[config.mk]
export PLATFORM = sky130hd
export DESIGN_NAME = cpu_alu
export DESIGN_NICKNAME = d
export VERILOG_FILES = /design/src/rtl/alu_pkg.sv /design/src/rtl/alu_shifter.sv /design/src/rtl/cpu_alu.sv
export SDC_FILE = /design/constraint.sdc
export NUM_CORES = 1
export LEC_CHECK = 0
export CAP_MARGIN = 15
export CORE_ASPECT_RATIO = 1.2
export CORE_MARGIN = 2
export CORE_UTILIZATION = 42
export DETAILED_ROUTE_END_ITERATION = 8
export PLACE_DENSITY = 0.65
export SYNTH_ARGS = -nofsm -noshare
export SYNTH_HDL_FRONTEND = slang
export SYNTH_SLANG_ARGS = --single-unit
[constraint.sdc]
create_clock -name clk -period 4.35 [get_ports clk]
set_clock_uncertainty 0.05 [all_clocks]
set_input_delay 0.87 -clock clk [delete_from_list [all_inputs] [get_ports clk]]
set_output_delay 0.87 -clock clk [all_outputs]
set_load 0.005 [all_outputs]
[src/rtl/alu_pkg.sv]
// Shared widths, opcode and flag definitions for the practice CPU ALU.
package alu_pkg;
    localparam int ALU_INOUT_WIDTH  = 8;
    localparam int ALU_OPER_WIDTH   = 4;
    localparam int PROC_FLAGS_WIDTH = 4;

    localparam int FLAG_Z = 0;
    localparam int FLAG_C = 1;
    localparam int FLAG_V = 2;
    localparam int FLAG_N = 3;

    typedef enum logic [ALU_OPER_WIDTH-1:0] {
        OP_ADD = 4'd0,
        OP_ADC = 4'd1,
        OP_SUB = 4'd2,
        OP_SBC = 4'd3,
        OP_CMP = 4'd4,
        OP_AND = 4'd5,
        OP_ORR = 4'd6,
        OP_XOR = 4'd7,
        OP_LSL = 4'd8,
        OP_LSR = 4'd9,
        OP_ASR = 4'd10,
        OP_ROL = 4'd11,
        OP_ROR = 4'd12
    } alu_oper_t;

    typedef enum logic [2:0] {
        SH_LSL = 3'd0,
        SH_LSR = 3'd1,
        SH_ASR = 3'd2,
        SH_ROL = 3'd3,
        SH_ROR = 3'd4
    } shift_mode_t;
endpackage

[src/rtl/alu_shifter.sv]
// Combinational 8-bit barrel shifter/rotator; a zero amount passes the operand
// and the carry straight through.
module alu_shifter
    import alu_pkg::*;
(
    input  logic [ALU_INOUT_WIDTH-1:0] a_i,
    input  logic [2:0]                 k_i,
    input  shift_mode_t                mode_i,
    input  logic                       c_i,
    output logic [ALU_INOUT_WIDTH-1:0] res_o,
    output logic                       c_o
);
    logic [ALU_INOUT_WIDTH:0]   wide;
    logic [ALU_INOUT_WIDTH-1:0] rot;
    logic [3:0]                 k_inv;

    assign k_inv = 4'd8 - {1'b0, k_i};

    // The extra ninth bit catches the last bit shifted out, which becomes C.
    always_comb begin
        wide  = '0;
        rot   = '0;
        res_o = a_i;
        c_o   = c_i;
        if (k_i != 3'd0) begin
            case (mode_i)
                SH_LSL: begin
                    wide  = {1'b0, a_i} << k_i;
                    res_o = wide[7:0];
                    c_o   = wide[8];
                end
                SH_LSR: begin
                    wide  = {a_i, 1'b0} >> k_i;
                    res_o = wide[8:1];
                    c_o   = wide[0];
                end
                SH_ASR: begin
                    wide  = $signed({a_i, 1'b0}) >>> k_i;
                    res_o = wide[8:1];
                    c_o   = wide[0];
                end
                SH_ROL: begin
                    rot   = (a_i << k_i) | (a_i >> k_inv);
                    res_o = rot;
                    c_o   = rot[0];
                end
                SH_ROR: begin
                    rot   = (a_i >> k_i) | (a_i << k_inv);
                    res_o = rot;
                    c_o   = rot[7];
                end
                default: begin
                    res_o = a_i;
                    c_o   = c_i;
                end
            endcase
        end
    end
endmodule

[src/rtl/cpu_alu.sv]
// Registered 8-bit ALU: adder, logic ops, shifter, N/V/C/Z generation and a
// single output register stage.
module cpu_alu
    import alu_pkg::*;
(
    input  logic                        clk,
    input  logic                        rst,
    input  logic [ALU_OPER_WIDTH-1:0]   oper,
    input  logic [ALU_INOUT_WIDTH-1:0]  a_in,
    input  logic [ALU_INOUT_WIDTH-1:0]  b_in,
    input  logic [PROC_FLAGS_WIDTH-1:0] proc_flags_in,
    output logic [ALU_INOUT_WIDTH-1:0]  out,
    output logic [PROC_FLAGS_WIDTH-1:0] proc_flags_out
);
    alu_oper_t                    op;
    shift_mode_t                  sh_mode;
    logic                         is_sub;
    logic                         carry_in;
    logic [ALU_INOUT_WIDTH-1:0]   b_eff;
    logic [ALU_INOUT_WIDTH:0]     sum;
    logic                         ovf;
    logic [ALU_INOUT_WIDTH-1:0]   sh_res;
    logic                         sh_c;
    logic [ALU_INOUT_WIDTH-1:0]   out_d, out_q, nz_src;
    logic [PROC_FLAGS_WIDTH-1:0]  flags_d, flags_q;
    logic                         update_nz;

    assign op = alu_oper_t'(oper);

    // Subtraction is a + ~b + carry_in, so one adder serves every arithmetic op.
    assign is_sub = (op == OP_SUB) || (op == OP_SBC) || (op == OP_CMP);
    assign b_eff  = is_sub ? ~b_in : b_in;

    always_comb begin
        carry_in = 1'b0;
        case (op)
            OP_ADC, OP_SBC: carry_in = proc_flags_in[FLAG_C];
            OP_SUB, OP_CMP: carry_in = 1'b1;
            default:        carry_in = 1'b0;
        endcase
    end

    assign sum = {1'b0, a_in} + {1'b0, b_eff} + {8'd0, carry_in};
    assign ovf = (a_in[7] == b_eff[7]) && (sum[7] != a_in[7]);

    always_comb begin
        sh_mode = SH_LSL;
        case (op)
            OP_LSR:  sh_mode = SH_LSR;
            OP_ASR:  sh_mode = SH_ASR;
            OP_ROL:  sh_mode = SH_ROL;
            OP_ROR:  sh_mode = SH_ROR;
            default: sh_mode = SH_LSL;
        endcase
    end

    alu_shifter u_shifter (
        .a_i    (a_in),
        .k_i    (b_in[2:0]),
        .mode_i (sh_mode),
        .c_i    (proc_flags_in[FLAG_C]),
        .res_o  (sh_res),
        .c_o    (sh_c)
    );

    // nz_src is separate from out_d because cmp reports the difference in N/Z
    // while passing A through on the data output.
    always_comb begin
        out_d     = a_in;
        flags_d   = proc_flags_in;
        nz_src    = a_in;
        update_nz = 1'b1;
        case (op)
            OP_ADD, OP_ADC, OP_SUB, OP_SBC, OP_CMP: begin
                out_d           = (op == OP_CMP) ? a_in : sum[7:0];
                nz_src          = sum[7:0];
                flags_d[FLAG_C] = sum[8];
                flags_d[FLAG_V] = ovf;
            end
            OP_AND: begin
                out_d  = a_in & b_in;
                nz_src = a_in & b_in;
            end
            OP_ORR: begin
                out_d  = a_in | b_in;
                nz_src = a_in | b_in;
            end
            OP_XOR: begin
                out_d  = a_in ^ b_in;
                nz_src = a_in ^ b_in;
            end
            OP_LSL, OP_LSR, OP_ASR, OP_ROL, OP_ROR: begin
                out_d           = sh_res;
                nz_src          = sh_res;
                flags_d[FLAG_C] = sh_c;
            end
            default: update_nz = 1'b0;
        endcase
        if (update_nz) begin
            flags_d[FLAG_N] = nz_src[7];
            flags_d[FLAG_Z] = (nz_src == '0);
        end
    end

    always_ff @(posedge clk) begin
        if (rst) begin
            out_q   <= '0;
            flags_q <= '0;
        end else begin
            out_q   <= out_d;
            flags_q <= flags_d;
        end
    end

    assign out            = out_q;
    assign proc_flags_out = flags_q;
endmodule

==> impl_metrics.tcl, run 1 <==
set metrics [dict create \
    stdcell_area_mm2 0.004004 \
    routed_via_density 6.527 \
    rsz0062_at_grt "false" \
    fp.coreArea_mm2 0.007664 \
    hold_class "input port to flip-flop" \
    synth_top_family_by_area "compound AO/OA/AOI/OAI gates" \
    ant_nets 0 \
    place_area_mm2 0.003950 \
    io_buffers 37 \
    post_synth_inst_count 434 \
    grt_pass1_wl_um 19520 \
    initialDrtViolationCount 388 \
    cp-end-kind "flip-flop" \
    status "finished, final reports clean" \
    ys.flop_type "dfxtp_1" \
    cp_top_family "simple AND/OR/NAND/NOR gates" \
    synth.distinct_cells 77 \
    worstHoldStart "proc_flags_in[3]" \
    yosys.area.top_type "mux2i_1" \
    dp_hpwl_um 9493 \
    pwr_density_cell_mw_per_mm2 188.3 \
    netSwitchingPower_mw 0.3267 \
    grt_max_degree 34 \
    ir_drop_mv 0.1650 \
    async_reset_ff_share_pct 0 \
    die_w_um 84.99 \
    holdPathStages 3 \
    p_leak_nw 1.675 \
    synth_xor_area_share_pct 4.239 \
    ys_seq_elements 12 \
    synthAdderAreaFrac_pct 11.05 \
    initial_utilization_pct 43.13 \
    max_cap_violations 0 \
    yosysWarnings 0 \
    die_h_um 101.2 \
    syn-cell-area_mm2 0.003306 \
    crit_type "input port to flip-flop" \
    report.final.slew_viol_count 0 \
    path_max_fanout 3 \
    p_comb_share_pct 70.4 \
    routed_wl_um 12390 \
    hold_viol 0 \
    slowest_delay_ns 0.53 \
    rows 35 \
    grt_pass1_vias 3646 \
    dieArea_mm2 0.008599 \
    path_cells "clkdlybuf4s50_1 -> nor2_2 -> nor2_2 -> nor2_2 -> o21a_1 -> xnor2_1 -> fa_2 -> fa_1 -> a211o_1 -> o21ai_0 -> xnor2_1 -> or4_1 -> a21oi_2 -> nand4_1 -> o22ai_2" \
    areaGrowthSynthToFinish_pct 21.12 \
    relSlewSlack_pct 55.10 \
    cts_tree "built" \
    clockRootBuffer "clkbuf_8" \
    seq_power_share_pct 16.7 \
    required_ns 4.46 \
    timing.final.crit_share_pct 93.05 \
    clkSinkCount 12 \
    cts_htree_levels 1 \
    synth.area.mux_share_pct 21.08 \
    crit_path_top_delay_cell "or4_1" \
    min_period_ns 4.048 \
    num_antenna_cells 0 \
    synth.area.top_cells "mux2i_1 (11%), ha_1 (9.8%), mux4_2 (7.5%), dfxtp_1 (7.3%), a21oi_1 (4.7%)" \
    setup_viol 0 \
    cp_num_buf_inv 1 \
    dr_total_vias 3727 \
    syn_nets 488 \
    drcViolationCount 0 \
    crit_path_frequent_cell "nor2_2" \
    tightest_slew_ns 0.6690 \
    grt_overflow 0 \
    holdPathEnd "proc_flags_out[3]$_SDFF_PP0_" \
    p_sw_share_pct 43.32 \
    p_int_mw 0.4274 \
    firstDrtPassIters 5 \
    fmax_mhz 247.1 \
    wire_per_inst_um 21.70 \
    pwr-share-clk_pct 12.9 \
    antenna_found_initial 0 \
    setup_tns_ns 0 \
    ctsHoldBuffers 0 \
    cts_buffers 3 \
    gp_congestion 1.010 \
    io_pins 38 \
    worstPathArrival_ns 4.16 \
    worst_setup_path_start_kind "input port" \
    syn_area_per_cell_um2 7.617 \
    synth_edf_count 0 \
    path_depth 15 \
    seq_area_frac_synth_pct 7.267 \
    clk_path_buf_depth 2 \
    synth_compound_area_share_pct 28.92 \
    drive_gt1_share_pct 16.70 \
    synthSimpleGateAreaFrac_pct 19.42 \
    cts.clk_slew.worst_paths_ns 0.05 \
    grt_usage_pct 28.39 \
    fin_nets 535 \
    synth_top_area_share_pct 10.90 \
]
==> how the worst max path moves through the flow <==
stage / startpoint / endpoint
3_3_place_gp: oper[2] / proc_flags_out[0]$_SDFF_PP0_
4_1_cts: oper[0] / proc_flags_out[0]$_SDFF_PP0_
2_1_floorplan: oper[2] / proc_flags_out[0]$_SDFF_PP0_
6_report: oper[0] / proc_flags_out[0]$_SDFF_PP0_
3_5_place_dp: oper[0] / proc_flags_out[0]$_SDFF_PP0_
5_1_grt: oper[0] / proc_flags_out[0]$_SDFF_PP0_
==> stage by stage <==
step	utilization [%]	power, mW	instances	setup slack [ns]	hold WS [ns]
floorplan	-	0.4589	434	0.0006377	0.9031
global placement	51.54	0.6414	568	0.08973	1.383
detailed placement	51.54	0.6440	568	0.01621	1.388
CTS	52.08	0.7429	571	0.2429	1.143
global route	52.24	0.8002	571	0.07440	1.156
finish	52.24	0.7540	571	0.3025	1.141
==> cell families (layout without fill, tap and decap cells) <==
kind of cell,Yosys count,after routing
simple gates,128,128
flops,12,12
compound gates,133,133
fa+ha+maj,28,28
buf+inv,63,108
mux,54,54
xor+xnor,16,16
==> cells in the final DEF, fill, tap and decap left out, drive strengths merged, types with 4 or more instances in the layout <==
master         count
nand2             31
xnor2             12
xor2               4
o22ai              7
mux4              11
mux2               6
clkdlybuf4s50     37
o211ai             8
inv               25
or2                4
o22a               5
a31oi              7
nand4              5
nand2b             7
nor2b              5
mux2i             37
nor3              11
nand3              9
and2               4
ha                26
o21ai             19
buf               43
a21oi             31
a211oi             4
o2111ai            4
nor2              37
a221oi             4
dfxtp             12
o32ai              4
==> power groups by stage <==
| stage | logic [mW] | clock network [mW] | registers, mW |
|---|---|---|---|
| global route | 0.572 | 0.102 | 0.127 |
| CTS | 0.519 | 0.0980 | 0.126 |
| detailed placement | 0.516 | 0 | 0.128 |
| floorplan | 0.330 | 0 | 0.129 |
| finish | 0.531 | 0.0974 | 0.126 |
| global placement | 0.514 | 0 | 0.128 |
==> layer usage <==
metal	share of wire (%)	track usage, %	up-vias
met4	3.6	9.646	0
met2	45	45.31	211
met5	0	0	-
met1	43	39.83	1757
li1	-	-	1726
met3	8.5	3.260	33
==> registers in the layout (all words and copies together) (netlist names) <==
signal          flops
out                 8
proc_flags_out      4
==> Yosys cell counts, drive strengths merged, types with 3 or more instances <==
| library cell | number |
|---|---|
| nor2b | 5 |
| a31oi | 7 |
| nand2b | 7 |
| a211o | 3 |
| dfxtp | 12 |
| nand2 | 31 |
| buf | 15 |
| o22ai | 7 |
| nor3 | 11 |
| xnor2 | 12 |
| xor2 | 4 |
| o22a | 5 |
| ha | 26 |
| mux2 | 6 |
| o211ai | 8 |
| o21ba | 3 |
| a21oi | 31 |
| or3 | 3 |
| o21ai | 19 |
| o21a | 3 |
| nor2 | 37 |
| or2 | 4 |
| mux4 | 11 |
| a21o | 3 |
| o32ai | 4 |
| a211oi | 4 |
| o2111ai | 4 |
| nand3 | 9 |
| a221oi | 4 |
| and2 | 4 |
| a2bb2oi | 3 |
| mux2i | 37 |
| nor3b | 3 |
| clkbuf | 23 |
| nand4 | 5 |
| inv | 25 |
==> timing repair <==
action                                  4_1_cts  5_1_grt
endpoints found under the setup margin        0        1
buffers inserted                              0        0
resized for setup                             0        3
==> area by class of cell <==
class	instances	area, um2
well taps	92	115.1
flip-flops and latches	12	240.2
fillers	743	3660
repair buffers	80	693.2
clock buffers	3	41.29
inverters	25	93.84
multi-input cells	359	2820
Note: power is estimated with default switching activity, not from simulation.
==> run 2: changes to the inputs <==
Settings changed: CORE_MARGIN 2 to not set, CORE_UTILIZATION 42 to 45, PLACE_DENSITY 0.65 to 0.69.
==> impl_metrics.tcl, run 2 (synthesis gave the netlist of run 1 again) <==
set metrics [dict create \
    status "finished, final reports clean" \
    drcViolationCount 0 \
    initialDrtViolationCount 384 \
    clkSinkCount 12 \
    path_max_fanout 3 \
    timing.final.crit_share_pct 94.10 \
    num-fill-cells 672 \
    rsz0062_at_grt "false" \
    routed_wl_um 11930 \
    ant_nets 0 \
    report.final.slew_viol_count 0 \
    grt_max_degree 34 \
    cts_tree "built" \
    dp_hpwl_um 9171 \
    cts_htree_levels 1 \
    worstPathArrival_ns 4.22 \
    die_w_um 80.24 \
    final_common_cell "buf_4" \
    relSlewSlack_pct 49.36 \
    die_h_um 95.89 \
    post_cts_resized 0 \
    setup_tns_ns 0 \
    num_antenna_cells 0 \
    rows 33 \
    hold_class "input port to flip-flop" \
    critPathLaunch "oper[2]" \
    grt_overflow 0 \
    fmax_mhz 244.3 \
    dieArea_mm2 0.007694 \
    initial_utilization_pct 47.37 \
    pwr_density_cell_mw_per_mm2 192.1 \
    fin_util_pct 57.09 \
    routed_via_density 6.669 \
    required_ns 4.48 \
    worstHoldStart "proc_flags_in[3]" \
    antenna_found_initial 0 \
    largest_register_ffs 8 \
    gp_congestion 1.031 \
    clk_path_buf_depth 2 \
    tightest_slew_ns 0.7573 \
    p_leak_nw 1.672 \
    io_pins 38 \
    drive_gt1_share_pct 15.90 \
    cts_setup_buffers 0 \
    clockRootBuffer "clkbuf_8" \
    dr_total_vias 3768 \
    crit_type "input port to flip-flop" \
    min_period_ns 4.093 \
    cp-end-kind "flip-flop" \
    fp.coreArea_mm2 0.006978 \
    final_cell_mix "buf_4 (41), clkdlybuf4s50_1 (37), mux2i_1 (36), nor2_1 (34)" \
    fin_nets 533 \
    setup_viol 0 \
    firstDrtPassIters 5 \
    holdPathStages 3 \
    cts_buffers 3 \
    wire_per_inst_um 21.11 \
    io_buffers 37 \
    cts.clk_slew.worst_paths_ns 0.05 \
    grt_usage_pct 31.62 \
    whs_ns 1.126 \
    holdPathEnd "proc_flags_out[3]$_SDFF_PP0_" \
    ctsHoldBuffers 0 \
    areaGrowthSynthToFinish_pct 20.51 \
    max_cap_violations 0 \
    hold_viol 0 \
    ir_drop_mv 0.1514 \
    worst_setup_path_start_kind "input port" \
    grt_pass1_vias 3410 \
    grt_pass1_wl_um 18490 \
]
-- run 2: layout make-up --
type | instances | area (um2) | area share [%]
multi-input cells | 359 | 2808 | 70.48
repair buffers | 78 | 678.2 | 17.02
flip-flops and latches | 12 | 240.2 | 6.030
well taps | 87 | 108.9 | 2.732
inverters | 25 | 93.84 | 2.356
clock buffers | 4 | 55.05 | 1.382
-- run 2: power by group --
group | switching (mW) | internal (mW) | leakage [nW]
Clock | 0.0428 | 0.0800 | 0.0288
Combinational | 0.280 | 0.237 | 1.54
Sequential | 0.00307 | 0.122 | 0.0994
-- run 2: per-stage QoR --
step | power, mW | cell area, um2 | instances | setup WS [ns]
6_report | 0.7651 | 3984 | 565 | 0.2566
5_1_grt | 0.8131 | 3984 | 565 | 0.08471
4_1_cts | 0.7556 | 3984 | 565 | 0.2913
3_5_place_dp | 0.6309 | 3929 | 561 | 0.05180
3_3_place_gp | 0.6273 | 3929 | 561 | 0.1219
2_1_floorplan | 0.4589 | 3321 | 434 | 0.0006377
-- run 2: per-layer routing --
layer	share of wire [%]	global-route usage (%)	vias to the layer above
li1	-	-	1726
met3	9.6	3.697	37
met2	45	51.07	223
met5	0	0	-
met1	41	42.70	1782
met4	4.3	12.50	0
-- run 2: worst max-delay path by stage --
stage	depth (start not counted)	end	slack, ns
floorplan	15	proc_flags_out[0]$_SDFF_PP0_	0.0006
global route	15	proc_flags_out[0]$_SDFF_PP0_	0.08
global placement	15	proc_flags_out[0]$_SDFF_PP0_	0.12
detailed placement	15	proc_flags_out[0]$_SDFF_PP0_	0.05
finish	15	proc_flags_out[0]$_SDFF_PP0_	0.26
CTS	15	proc_flags_out[0]$_SDFF_PP0_	0.29
-- run 2: worst max-delay path: stages --
cell and delay [ns]:
clkdlybuf4s50_1 0.48, inv_1 0.07, nor2_2 0.15, nor2_2 0.05
o21a_1 0.13, xnor2_1 0.15, fa_1 0.44, fa_1 0.42
a211o_1 0.31, o21ai_0 0.11, xnor2_1 0.13, or4_1 0.52
a21oi_1 0.16, nand4_1 0.13, o22ai_2 0.11
==> run 3: changes to the inputs <==
Settings changed: CORE_ASPECT_RATIO 1.2 to 1.1.
==> impl_metrics.tcl, run 3 (synthesis gave the netlist of run 1 again) <==
set metrics [dict create \
    pwr-share-clk_pct 15.6 \
    relSlewSlack_pct 52.16 \
    drive_gt1_share_pct 16.14 \
    wire_per_inst_um 22.07 \
    required_ns 4.47 \
    place_area_mm2 0.003919 \
    num-fill-cells 682 \
    grt_overflow 0 \
    fp.coreArea_mm2 0.007047 \
    initial_utilization_pct 46.91 \
    dp_slack_ns -0.04509 \
    tightest_slew_ns 0.7128 \
    cp_num_buf_inv 2 \
    stdcell_area_mm2 0.003983 \
    path_max_fanout 3 \
    final_common_cell "buf_4" \
    pwr_density_cell_mw_per_mm2 193.9 \
    report.final.slew_viol_count 0 \
    ir_drop_mv 0.2382 \
    cts_buffers 3 \
    routed_wl_um 12410 \
    p_sw_share_pct 42.93 \
    cts_setup_buffers 0 \
    firstDrtPassIters 5 \
    die_h_um 91.89 \
    cts_htree_levels 1 \
    grt_max_degree 34 \
    dieArea_mm2 0.007693 \
    fin_nets 532 \
    gp_congestion 0.9679 \
    grt_usage_pct 32.48 \
    cts_tree "built" \
    crit_type "input port to flip-flop" \
    io_buffers 37 \
    timing.final.crit_share_pct 94.72 \
    max_cap_violations 0 \
    worstPathArrival_ns 4.24 \
    antenna_found_initial 0 \
    cp_top_family "simple AND/OR/NAND/NOR gates" \
    p_leak_nw 1.668 \
    cp-end-kind "flip-flop" \
    path_cells "clkdlybuf4s50_1 -> inv_1 -> nor2_2 -> nor2_2 -> o21a_1 -> xnor2_1 -> fa_2 -> fa_1 -> a211o_1 -> o21ai_0 -> xnor2_1 -> or4_1 -> a21oi_1 -> nand4_1 -> o22ai_2" \
    hold_viol 0 \
    io_pins 38 \
    stdcell_count 562 \
    status "finished, final reports clean" \
    routed_via_density 6.824 \
    clkSinkCount 12 \
    die_w_um 83.72 \
    rows 32 \
    grt_pass1_wl_um 19550 \
    hold_class "input port to flip-flop" \
    slowest_delay_ns 0.52 \
    fin_ws_ns 0.2295 \
    clk_path_buf_depth 2 \
    netSwitchingPower_mw 0.3315 \
    drcViolationCount 0 \
    seq_power_share_pct 16.2 \
    largest_register_ffs 8 \
    fmax_mhz 242.7 \
    min_period_ns 4.121 \
    cts.clk_slew.worst_paths_ns 0.05 \
    ant_nets 0 \
    grt_pass1_vias 3654 \
    num_antenna_cells 0 \
    p_int_mw 0.4407 \
    areaGrowthSynthToFinish_pct 20.48 \
    place.detailed.instances 558 \
    setup_viol 0 \
    final_cell_mix "buf_4 (40), clkdlybuf4s50_1 (37), mux2i_1 (36), nor2_1 (34)" \
    dp_hpwl_um 9395 \
    clockRootBuffer "clkbuf_8" \
    crit_path_top_delay_cell "or4_1" \
    p_comb_share_pct 68.2 \
    dr_total_vias 3835 \
    initialDrtViolationCount 352 \
    worst_setup_path_start_kind "input port" \
    rsz0062_at_grt "false" \
    ctsHoldBuffers 0 \
]
==> run 3: what timing repair did <==
action	4_1_cts	5_1_grt
endpoints found under the setup margin	0	1
endpoints found under the hold margin	0	0
gates resized for setup	0	2
==> run 3: power groups by stage <==
stage / registers [mW] / clock network (mW) / logic, mW
after floorplan: 0.129 / 0 / 0.330
after global placement: 0.127 / 0 / 0.502
after detailed placement: 0.128 / 0 / 0.510
after CTS: 0.125 / 0.122 / 0.512
after global routing: 0.126 / 0.127 / 0.566
final: 0.125 / 0.120 / 0.526
==> run 3: through the flow <==
step	util, %	hold slack, ns	setup TNS, ns	power (mW)
floorplan	-	0.9031	0	0.4589
global placement	55.61	1.381	0	0.6293
finish	56.52	1.137	0	0.7721
detailed placement	55.61	1.383	-0.05048	0.6374
global route	56.52	1.174	0	0.8193
CTS	56.39	1.134	0	0.7594
==> run 3: layout make-up <==
type | count | area, um2 | share of cell area (%)
clock buffers | 4 | 55.05 | 1.382
well taps | 85 | 106.4 | 2.670
repair buffers | 77 | 670.6 | 16.84
flip-flops and latches | 12 | 240.2 | 6.032
inverters | 25 | 93.84 | 2.356
multi-input cells | 359 | 2816 | 70.72
==> run 3: path summary, 6_finish.rpt <==
check | start | cells after the start | to | slack, ns
setup / recovery | oper[2] | 15 | proc_flags_out[0]$_SDFF_PP0_ | 0.23
hold / removal | proc_flags_in[3] | 3 | proc_flags_out[3]$_SDFF_PP0_ | 1.14
==> run 3: routing by layer <==
layer	up-vias	share of wire, %	GRT usage (%)
li1	1714	-	-
met2	238	44	49.25
met3	43	9.7	6.571
met5	-	0	0
met1	1840	42	45.06
met4	0	3.9	12.57
==> run 3: worst min-delay path: stages <==
cell and delay (ns):
clkdlybuf4s50_1 0.40, nand2_1 0.06, a21oi_1 0.05
